### src/rtl/mem_arbiter_pkg.sv
// Shared constants and helpers for the two-requester memory arbiter.
`timescale 1ns/1ps
package mem_arbiter_pkg;
    localparam int         AW_DEF        = 14;
    localparam int         MAX_BURST_DEF = 4;
    localparam logic [3:0] WMASK_READ    = 4'b0000;

    typedef struct packed {
        logic [3:0]  wmask;
        logic [31:0] wdata;
    } wr_cmd_t;

    function automatic logic [15:0] sat_inc16(input logic [15:0] v);
        return (v == 16'hFFFF) ? v : v + 16'd1;
    endfunction
endpackage

### src/rtl/mem_arbiter_rr_burst_sched.sv
// Grant decision for two requesters: sticky owner with a bounded burst length.
`timescale 1ns/1ps
module rr_burst_sched
    import mem_arbiter_pkg::*;
#(
    parameter int MAX_BURST = MAX_BURST_DEF
) (
    input  logic       clk,
    input  logic       reset,
    input  logic [1:0] i_req,
    output logic [1:0] o_gnt
);
    logic       r_ptr;
    logic       r_owner;
    logic [3:0] r_bcnt;
    logic       w_any;
    logic       w_sel;
    logic       w_limit;

    // >= rather than == so a count saturated by a lone requester still yields
    always_comb begin
        w_any   = |i_req;
        w_limit = (r_bcnt >= 4'(MAX_BURST));
        w_sel   = i_req[1];
        if (i_req == 2'b11)
            w_sel = w_limit ? ~r_owner : r_ptr;
        o_gnt = {w_sel, ~w_sel} & {2{w_any & ~reset}};
    end

    always_ff @(posedge clk or posedge reset) begin
        if (reset) begin
            r_ptr   <= 1'b0;
            r_owner <= 1'b0;
            r_bcnt  <= 4'd0;
        end else if (w_any) begin
            r_ptr   <= w_sel;
            r_owner <= w_sel;
            if (w_sel != r_owner)
                r_bcnt <= 4'd1;
            else if (r_bcnt != 4'hF)
                r_bcnt <= r_bcnt + 4'd1;
        end else begin
            r_bcnt <= 4'd0;
        end
    end
endmodule

### src/rtl/mem_arbiter.sv
// Two-port front end for a single-port synchronous RAM with shared read data.
`timescale 1ns/1ps
module mem_arbiter
    import mem_arbiter_pkg::*;
#(
    parameter int AW        = AW_DEF,
    parameter int MAX_BURST = MAX_BURST_DEF
) (
    input  logic          clk,
    input  logic          reset,
    input  logic          r0_req,
    input  logic [3:0]    r0_wmask,
    input  logic [AW-1:0] r0_addr,
    input  logic [31:0]   r0_wdata,
    input  logic          r1_req,
    input  logic [3:0]    r1_wmask,
    input  logic [AW-1:0] r1_addr,
    input  logic [31:0]   r1_wdata,
    output logic          r0_gnt,
    output logic          r1_gnt,
    output logic          r0_rvalid,
    output logic          r1_rvalid,
    output logic [31:0]   rdata,
    output logic          m_en,
    output logic [AW-1:0] m_addr,
    output logic [3:0]    m_wmask,
    output logic [31:0]   m_wdata,
    input  logic [31:0]   m_rdata,
    output logic [15:0]   busy_cnt
);
    logic [1:0]  w_req;
    logic [1:0]  w_gnt;
    logic        w_wait;
    wr_cmd_t     w_cmd;
    logic        r_rvalid0;
    logic        r_rvalid1;
    logic [15:0] r_busy;

    assign w_req = {r1_req, r0_req};

    rr_burst_sched #(.MAX_BURST(MAX_BURST)) u_sched (
        .clk   (clk),
        .reset (reset),
        .i_req (w_req),
        .o_gnt (w_gnt)
    );

    // Idle cycles present a read mask so the RAM never sees a stray write.
    always_comb begin
        w_cmd = '{wmask: WMASK_READ, wdata: r0_wdata};
        if (w_gnt[1])
            w_cmd = '{wmask: r1_wmask, wdata: r1_wdata};
        else if (w_gnt[0])
            w_cmd = '{wmask: r0_wmask, wdata: r0_wdata};
        w_wait = |(w_req & ~w_gnt);
    end

    assign r0_gnt    = w_gnt[0];
    assign r1_gnt    = w_gnt[1];
    assign m_en      = |w_gnt;
    assign m_addr    = w_gnt[1] ? r1_addr : r0_addr;
    assign m_wmask   = w_cmd.wmask;
    assign m_wdata   = w_cmd.wdata;
    assign rdata     = m_rdata;
    assign r0_rvalid = r_rvalid0;
    assign r1_rvalid = r_rvalid1;
    assign busy_cnt  = r_busy;

    always_ff @(posedge clk or posedge reset) begin
        if (reset) begin
            r_rvalid0 <= 1'b0;
            r_rvalid1 <= 1'b0;
            r_busy    <= 16'd0;
        end else begin
            r_rvalid0 <= w_gnt[0] && (r0_wmask == WMASK_READ);
            r_rvalid1 <= w_gnt[1] && (r1_wmask == WMASK_READ);
            if (w_wait)
                r_busy <= sat_inc16(r_busy);
        end
    end
endmodule
### config.mk
export PLATFORM = sky130hd
export DESIGN_NAME = mem_arbiter
export DESIGN_NICKNAME = d
export VERILOG_FILES = /design/src/rtl/mem_arbiter_pkg.sv /design/src/rtl/mem_arbiter_rr_burst_sched.sv /design/src/rtl/mem_arbiter.sv
export SDC_FILE = /design/constraint.sdc
export NUM_CORES = 1
export LEC_CHECK = 0
export ABC_AREA = 1
export BUFFER_PORTS_ARGS = -buffer_cell sky130_fd_sc_hd__buf_2
export CAP_MARGIN = 40
export CORE_AREA = 5 5 88 90
export CTS_CLUSTER_DIAMETER = 50
export DETAILED_ROUTE_END_ITERATION = 10
export DIE_AREA = 0 0 93 95
export PLACE_DENSITY = 0.78
export SYNTH_ARGS = -nofsm -noshare
export SYNTH_HDL_FRONTEND = slang
export SYNTH_SLANG_ARGS = --single-unit
### constraint.sdc
create_clock -name clk -period 5.6 [get_ports clk]
set_clock_uncertainty 0.15 [all_clocks]
set_input_delay 1.12 -clock clk [delete_from_list [all_inputs] [get_ports clk]]
set_output_delay 1.12 -clock clk [all_outputs]
set_load 0.03 [all_outputs]
# After elaboration in Yosys (flattened, before gate mapping)
# Index checks and enable logic that the tools add are counted.
dict set report word_totals {
  register_bits 23
  input_bits 136
  output_inout_bits 103
  word_cells 37
}
dict set report classes {
  n_addsub 2
  magnitude_cmp 1
  n_eq_ne 5
  muxes 8
  n_bitwise 8
  reduce_logical 8
}
# operator count
set ops {}
lappend ops {{$mux 36} 2}
lappend ops {{$add 16x1->16 const B} 1}
lappend ops {{$eq 16x16->1 const B} 1}
lappend ops {{$mux 14} 1}
lappend ops {{$mux 4} 3}
lappend ops {{$logic_not 4->1} 2}
lappend ops {{$reduce_or 2->1} 3}
lappend ops {{$add 4x1->4 const B} 1}
lappend ops {{$and 2x2->2} 2}
lappend ops {{$ge 4x3->1 const B} 1}
lappend ops {{$ne 4x4->1 const B} 1}
lappend ops {{$not 1->1} 4}
lappend ops {{$ne 3x3->1 const B} 1}
lappend ops {{$eq 2x2->1 const B} 1}
lappend ops {{$logic_and 1x1->1} 2}
lappend ops {{$mux 1} 2}
lappend ops {{$not 2->2} 1}
lappend ops {{$reduce_and 2->1} 1}
lappend ops {{$and 1x1->1} 1}
lappend ops {{$ne 1x1->1} 1}

# Logic depth before layout (Yosys ltp)
# Gate-level depths: netlist of the first run.
dict set report depth {
  word_depth 9
  depth_mapped 9
}

# By module
# From an unflattened synthesis of the first run, not the netlist that was laid out.
dict set report hier_totals {
  hier_cells 393
  area_unflattened_um2 2302.2
}
# module instances cells_per_inst area_per_inst_um2 seq_area_each_um2
set by_module_without_submodules {}
lappend by_module_without_submodules {mem_arbiter 1 352 2001.9 450.4}
lappend by_module_without_submodules {rr_burst_sched 1 41 300.3 125.1}

# Worst setup path after synthesis of the first run
# Ideal clock, no wire load.
dict set report synth_timing {
  path_kind {input port to output port}
  startpoint {input port r1_req}
  endpoint {output port m_wmask[0]}
  arrival_time_ns 2.557
  path_slack_ns 1.773
  stages 4
  n_path_buf 0
  path_cell_list {nor2_1 nor2_1 nand2_1 o21ai_0}
}
dict set report synth_between {
  elab_chain_len 6
}
# element line_no
set synth_lines {}
lappend synth_lines {{start: declaration} mem_arbiter.sv:15} ;# input logic r1_req,
lappend synth_lines {{$eq 2x2->1} mem_arbiter_rr_burst_sched.sv:25} ;# if (i_req == 2'b11)
lappend synth_lines {{$mux 1} mem_arbiter_rr_burst_sched.sv:25}
lappend synth_lines {{$not 1->1} mem_arbiter_rr_burst_sched.sv:27} ;# o_gnt = {w_sel, ~w_sel} & {2{w_any & ~reset}};
lappend synth_lines {{$and 2x2->2 *} mem_arbiter_rr_burst_sched.sv:27}
lappend synth_lines {{$mux 36} mem_arbiter.sv:53} ;# else if (w_gnt[0])
lappend synth_lines {{$mux 36 *} mem_arbiter.sv:51} ;# if (w_gnt[1])
lappend synth_lines {{end: declaration} mem_arbiter.sv:26} ;# output logic [3:0] m_wmask,
# Every way passes the cells marked *; elsewhere a longest branch is shown, timed or not.

# Worst setup path in the final report of the first run
dict set report layout_timing {
  startpoint {input port r0_req}
  endpoint {output port m_wmask[0]}
}
dict set report layout_between {
  elab_chain_len 6
}
# element line_no
set layout_lines {}
lappend layout_lines {{start: declaration} mem_arbiter.sv:11} ;# input logic r0_req,
lappend layout_lines {{$eq 2x2->1} mem_arbiter_rr_burst_sched.sv:25}
lappend layout_lines {{$mux 1} mem_arbiter_rr_burst_sched.sv:25}
lappend layout_lines {{$not 1->1} mem_arbiter_rr_burst_sched.sv:27}
lappend layout_lines {{$and 2x2->2 *} mem_arbiter_rr_burst_sched.sv:27}
lappend layout_lines {{$mux 36} mem_arbiter.sv:53}
lappend layout_lines {{$mux 36 *} mem_arbiter.sv:51}
# Marks and branches as above.

==> impl_results.md, run 1 <==
- Status: finished, final reports clean
- CTS Root Cell: clkbuf_8
- Via count: 2835
- Finished Cell Area: 3017 µm²
- Gpl congestion: 0.8600
- # Post-CTS Setup Buffers: 0
- Yosys reg bits: 23
- Hpwl dp: 7998 µm
- WP data required: 4.33 ns
- Slowest cell delay on critical path: 0.57 ns
- Total Wirelength: 9382 µm
- Placed cells: 608
- GRT met3 Usage: 0.04064
- Layout cell share with drive strength beyond 1: 0.3623
- Tmin final: 3.765 ns
- Drt wl/cell: 15.33 µm
- Worst-path cell chain: buf_2 -> nand3_1 -> nand3_1 -> inv_2 -> nand2_1 -> o21ai_0 -> buf_2
- Reg2reg path depth: 8
- Post-Syn Nets: 532
- Layout Nets: 669
- Number of fill cells in the layout: 770
- Area of the core: 6982 µm²
- DRC Markers: 0
- Most used DFF post-synth: dfrtp_1
- Post-CTS Resized: 0
- Crit end category: output pin
- Area Overhead vs Synth: 29.90%
- Syn. warnings: 0
- Die span in y: 95 µm
- Total track usage: 0.1979
- TritonCTS buffer count: 3
- RSZ-0062 raised after global routing: no
- Hold depth: 2
- Initial DRC Count: 65
- Non-filler cells in the finished layout: 612
- # rows: 31
- HP Start: busy_cnt[1]$_DFFE_PP0P_
- Worst vdd ir: 93.53 µV
- Critical path depth: 7
- Synthesized cell area: 2322 µm²
- Die ar.: 8835 µm²
- Slowest CP cell: inv_2
- Sequential area share after synthesis: 0.2478
- Cts hold-fix bufs: 0
- Top delay family on crit path: buffers and inverters
- CTS Sinks: 23
- Fraction of registers with async set/reset: 1.000
- Period Utilization, post-route: 0.6724
- Largest net degree at the start of global routing: 52
- Worst setup startpoint: r0_req
- Worst hold slack: 0.3958 ns
- Fmax achieved: 0.2656 GHz
- HP Class: reg -> reg
- TritonCTS clock tree: yes
- Synth unique cells: 28
- Commonest cells post-synth: nand2_1 (228), buf_4 (35), dfrtp_1 (23)
- Count leader, synth: nand2_1
- H-tree levels: 1
- Synth Instances: 394
- Worst-Skew Late Latency: 0.26 ns
- Reg2reg start: busy_cnt[0]$_DFFE_PP0P_
- Max_cap viols: 0
- Leakage: 1.877 nW
- Top cell type's share of synthesized area: 0.3685
- Length of the first detailed-routing pass in iterations: 4
- Longest Clk Path Bufs: 2
- Inserted Diodes: 0
- PnR Total Power: 652.8 µW
- Post-Syn Area per Cell: 5.894 µm²
- Initial antenna violation count: 0
- Crit-path max FO: 51
- Grt met1 use: 0.2039
- Via/cell ratio: 4.632
- Starting Density: 0.3326
- First-pass GRT wire length: 13550 µm
- Vias in the first global route: 2744
- Antenna Nets Post-Route: 0
- EDFF count, synth: 0
- Fin. Hold Viols: 0
- Pins Over Slew Limit: 0
- Reg clk slew, reported paths: 0.08 ns
- CP arrival: 2.50 ns
- Global route overflow: 0
- # IOs: 239
- Busiest grt layer: met2
- Placed inst area: 2972 µm²
- WP buf/inv: 3
- Final setup fails: 0
- Post-route setup TNS: 0 ns
- Area contributors post-synth: nand2_1 (37%), dfrtp_1 (25%), buf_4 (11%)
- Worst-margin pin slew: 0.7628 ns
- WS Path Type: in -> out
- Die Span X: 93 µm
- Pwr per Cell Area: 216.4 nW/µm²
- Slew HR: 0.4907
- M2 GR Usage: 0.3857
- Startpoint Class: input pin
- Port Buffers: 174
- Area leader, netlist: nand2_1
## final timing paths
check	end	slack (ns)
min in group asynchronous	busy_cnt[15]$_DFFE_PP0P_	0.80
hold reg to reg	busy_cnt[1]$_DFFE_PP0P_	0.40
hold / removal	busy_cnt[1]$_DFFE_PP0P_	0.40
setup / recovery	m_wmask[0]	1.83
max in group asynchronous	busy_cnt[3]$_DFFE_PP0P_	4.27
setup reg to reg	busy_cnt[15]$_DFFE_PP0P_	3.80
## where the power goes
group / internal (mW) / switching [mW] / total (mW)
Sequential: 0.186 / 0.0308 / 0.217
Combinational: 0.108 / 0.222 / 0.330
Clock: 0.0508 / 0.0545 / 0.105
## layout make-up
class                   instances  area (µm²)  area share
inverters                      24       92.59     0.03069
well taps                      82       102.6     0.03401
clock buffers                   4       45.04     0.01493
multi-input cells             303        1315      0.4359
repair buffers                176       885.9      0.2937
flip-flops and latches         23       575.6      0.1908
## worst reg2reg max path, delay by kind of cell, from the launching register on
kind | cells | cell delay (ns)
buffers and inverters | 1 | 0.10
adder cells (fa/ha/maj) | 1 | 0.31
AND/OR/NAND/NOR | 6 | 0.68
flip-flops | 1 | 0.46
## logic make-up after synthesis
kind of cell,count (synthesis),share of synthesized area
adder cells (fa/ha/maj),3,0.01562
AO/OA/AOI/OAI,17,0.04094
buffers and inverters,68,0.1859
flip-flops,23,0.2478
XOR/XNOR,8,0.03017
AND/OR/NAND/NOR,275,0.4795
## layout by cell type (no fill, tap or decap), types with 4 or more instances in the layout
master and count:
buf_2 174, dfrtp_1 23, inv_1 22, nand2_1 228, nand3_1 9, nand4_1 6
nor2_1 19, nor2_2 4, o21ai_0 7, xnor2_1 6
## state kept, by name, summed over array words and instances, names as in the netlist
signal,cells
busy_cnt,16
r0_rvalid,1
r1_rvalid,1
u_sched.r_bcnt,4
u_sched.r_owner,1
## metal layers
metal  vias up  share of wire
met4         0          0.036
met5         -              0
met3        16          0.069
met2       123           0.55
li1       1441              -
met1      1255           0.35
## through the flow
stage               utilization  setup slack [ns]
finish                   0.4321             1.835
global route             0.4321             1.665
CTS                      0.4321             1.828
detailed placement       0.4256             1.830
global placement         0.4256             1.934
floorplan                     -             1.773
Power figures use the tool's default switching activity.
==> run 2: changes to the inputs <==
--- a/config.mk
+++ b/config.mk
@@ -8,11 +8,11 @@
 export ABC_AREA = 1
 export BUFFER_PORTS_ARGS = -buffer_cell sky130_fd_sc_hd__buf_2
 export CAP_MARGIN = 40
-export CORE_AREA = 5 5 88 90
+export CORE_AREA = 5 5 89 91
 export CTS_CLUSTER_DIAMETER = 50
 export DETAILED_ROUTE_END_ITERATION = 10
-export DIE_AREA = 0 0 93 95
-export PLACE_DENSITY = 0.78
+export DIE_AREA = 0 0 94 96
+export PLACE_DENSITY = 0.76
 export SYNTH_ARGS = -nofsm -noshare
 export SYNTH_HDL_FRONTEND = slang
 export SYNTH_SLANG_ARGS = --single-unit
==> constraint.sdc (replaced) <==
create_clock -name clk -period 3.75 [get_ports clk]
set_clock_uncertainty 0.15 [all_clocks]
set_input_delay 0.75 -clock clk [delete_from_list [all_inputs] [get_ports clk]]
set_output_delay 0.75 -clock clk [all_outputs]
set_load 0.03 [all_outputs]
==> run 2 against run 1 <==
  * Global-route usage up 0.46 points
  * Critical path depth up 2
  * Combinational power up 50%
  * Non-clock buffer count up 1
  * Routed wire length up 5.4%
  * Critical endpoint is now m_addr[6]
  * Largest cell class unchanged
  * Highest routed layer unchanged
==> impl_results.md, run 2 (synthesized netlist as in run 1, its figures left out) <==
- Status: finished, final reports clean
- Inserted Diodes: 0 (unchanged)
- Layout Nets: 670 (+0.15%)
- Starting Density: 0.3290 (-0.003655)
- Largest net degree at the start of global routing: 48 (-7.7%)
- Slew HR: 0.6938 (+0.2031)
- Area Overhead vs Synth: 31.20%
- Final setup fails: 0 (unchanged)
- Final WS setup: 0.7312 ns (-1.103 ns)
- Cts hold-fix bufs: 0 (unchanged)
- Leakage: 1.885 nW (+0.42%)
- Startpoint Class: register
- Total Wirelength: 9892 µm (+5.4%)
- Worst setup startpoint: u_sched.r_bcnt[3]$_DFFE_PP0P_
- Worst vdd ir: 144.6 µV (+55%)
- Longest Clk Path Bufs: 2 (unchanged)
- RSZ-0062 raised after global routing: no
- Initial antenna violation count: 0 (unchanged)
- Post-CTS Resized: 0 (unchanged)
- Via/cell ratio: 4.524 (-2.3%)
- WS Path Type: reg -> out
- Drt wl/cell: 15.70 µm (+2.4%)
- Layout Utilization: 0.4316 (-0.0004940)
- R2R setup slack: 1.98 ns (-1.82 ns)
- RR Endpoint: busy_cnt[7]$_DFFE_PP0P_
- Hpwl dp: 8607 µm (+7.6%)
- Gpl congestion: 0.8407 (-2.2%)
- Worst hold slack: 0.3833 ns (-0.01248 ns)
- Layout cell share with drive strength beyond 1: 0.3653 (+0.003084)
- DRC Markers: 0 (unchanged)
- Worst setup path end: m_addr[6]
- # rows: 31 (unchanged)
- Commonest non-fill, non-tap cells in the layout: nand2_1 (228), buf_2 (174), dfrtp_1 (23), inv_1 (22), nor2_1 (19)
- Via count: 2850 (+0.53%)
- First-pass GRT wire length: 13920 µm (+2.7%)
- Post-route setup TNS: 0 ns (unchanged)
- Reg2reg start: busy_cnt[0]$_DFFE_PP0P_
- Worst-margin pin slew: 0.4593 ns (-0.3035 ns)
- Reg clk slew, reported paths: 0.08 ns (about the same)
- Vias in the first global route: 2656 (-3.2%)
- WP data required: 2.85 ns (-1.48 ns)
- Die Span X: 94 µm (+1.1%)
- Max reg flops: 16 (unchanged)
- Total track usage: 0.2024 (+0.004551)
- Die ar.: 9024 µm² (+2.1%)
- Pwr per Cell Area: 319.9 nW/µm² (+48%)
- Area of the core: 7059 µm² (+1.1%)
- CTS Root Cell: clkbuf_8
- TritonCTS buffer count: 3 (unchanged)
- Leading cell type in the layout, fill and taps excluded: nand2_1
- Max_cap viols: 0 (unchanged)
- Period Utilization, post-route: 0.8050
- H-tree levels: 1 (unchanged)
- Reg2reg path depth: 8 (unchanged)
- Tmin final: 3.019 ns
- Length of the first detailed-routing pass in iterations: 4 (unchanged)
- Crit-path max FO: 42 (-18%)
- Crit end category: output pin
- Fmax achieved: 0.3313 GHz
- Fin. Hold Viols: 0 (unchanged)
- CP arrival: 2.12 ns (-0.38 ns)
- TritonCTS clock tree: yes
- Pins Over Slew Limit: 0 (unchanged)
- Global route overflow: 0 (unchanged)
- Initial DRC Count: 89 (+37%)
- # IOs: 239 (unchanged)
- Die span in y: 96 µm (+1.1%)
- Worst slack, placed: 0.7542 ns (-1.075 ns)
- Antenna Nets Post-Route: 0 (unchanged)
- # Post-CTS Setup Buffers: 0 (unchanged)
- Worst-Skew Late Latency: 0.27 ns (about the same)
- CTS Sinks: 23 (unchanged)
- HP Class: reg -> reg
- Port Buffers: 174 (unchanged)
-- run 2: cell count changes in the layout (fill, tap and decap cells not counted) --
cell	before	now
clkinv_2	0	1
clkbuf_1	1	0
buf_4	2	3
-- run 2: how the worst min path moves through the flow --
| stage | from | end | slack, ns | cells past startpoint |
|---|---|---|---|---|
| after global placement | busy_cnt[1]$_DFFE_PP0P_ | busy_cnt[1]$_DFFE_PP0P_ | 0.36 | 2 |
| after global routing | busy_cnt[1]$_DFFE_PP0P_ | busy_cnt[1]$_DFFE_PP0P_ | 0.43 | 2 |
| after detailed placement | busy_cnt[1]$_DFFE_PP0P_ | busy_cnt[1]$_DFFE_PP0P_ | 0.37 | 2 |
| final | busy_cnt[1]$_DFFE_PP0P_ | busy_cnt[1]$_DFFE_PP0P_ | 0.38 | 2 |
| after CTS | busy_cnt[1]$_DFFE_PP0P_ | busy_cnt[1]$_DFFE_PP0P_ | 0.39 | 2 |
| after floorplan | u_sched.r_bcnt[1]$_DFFE_PP0P_ | u_sched.r_bcnt[1]$_DFFE_PP0P_ | 0.39 | 2 |
-- run 2: area by class of cell --
cell class	count	area, µm²
fillers	789	4013
multi-input cells	303	1315
repair buffers	177	893.4
flip-flops and latches	23	575.6
well taps	99	123.9
inverters	24	92.59
clock buffers	3	41.29
clock inverters	1	5.005
-- run 2: worst max-delay path, stage by stage, from the launching register on --
cell and delay [ns]:
dfrtp_1 0.43, nor2_2 0.16, nand2_1 0.06, nand3_1 0.10, nand3_1 0.11, inv_2 0.15
buf_4 0.38, nand2_1 0.09, nand2_1 0.13, buf_2 0.22
-- run 2: layer usage --
layer / GRT usage / up-vias / routed length, µm
met3: 0.1572 / 25 / 1830
met4: 0.06739 / 0 / 258
met1: 0.2321 / 1258 / 3556
li1: - / 1442 / -
met2: 0.2862 / 125 / 4246
met5: 0 / - / 0
-- run 2: report_power, final --
| group | switching [mW] | total (mW) | leakage [nW] | internal, mW |
|---|---|---|---|---|
| logic | 0.332 | 0.494 | 1.55 | 0.162 |
| registers | 0.0451 | 0.324 | 0.309 | 0.279 |
| clock network | 0.0831 | 0.157 | 0.0255 | 0.0743 |
-- run 2: per-stage QoR --
stage	area (µm²)	total power, mW	std cells
CTS	3047	0.9884	630
detailed placement	3000	0.8254	626
global route	3047	1.042	630
finish	3047	0.9747	630
floorplan	2322	0.7203	394
global placement	3000	0.8164	626
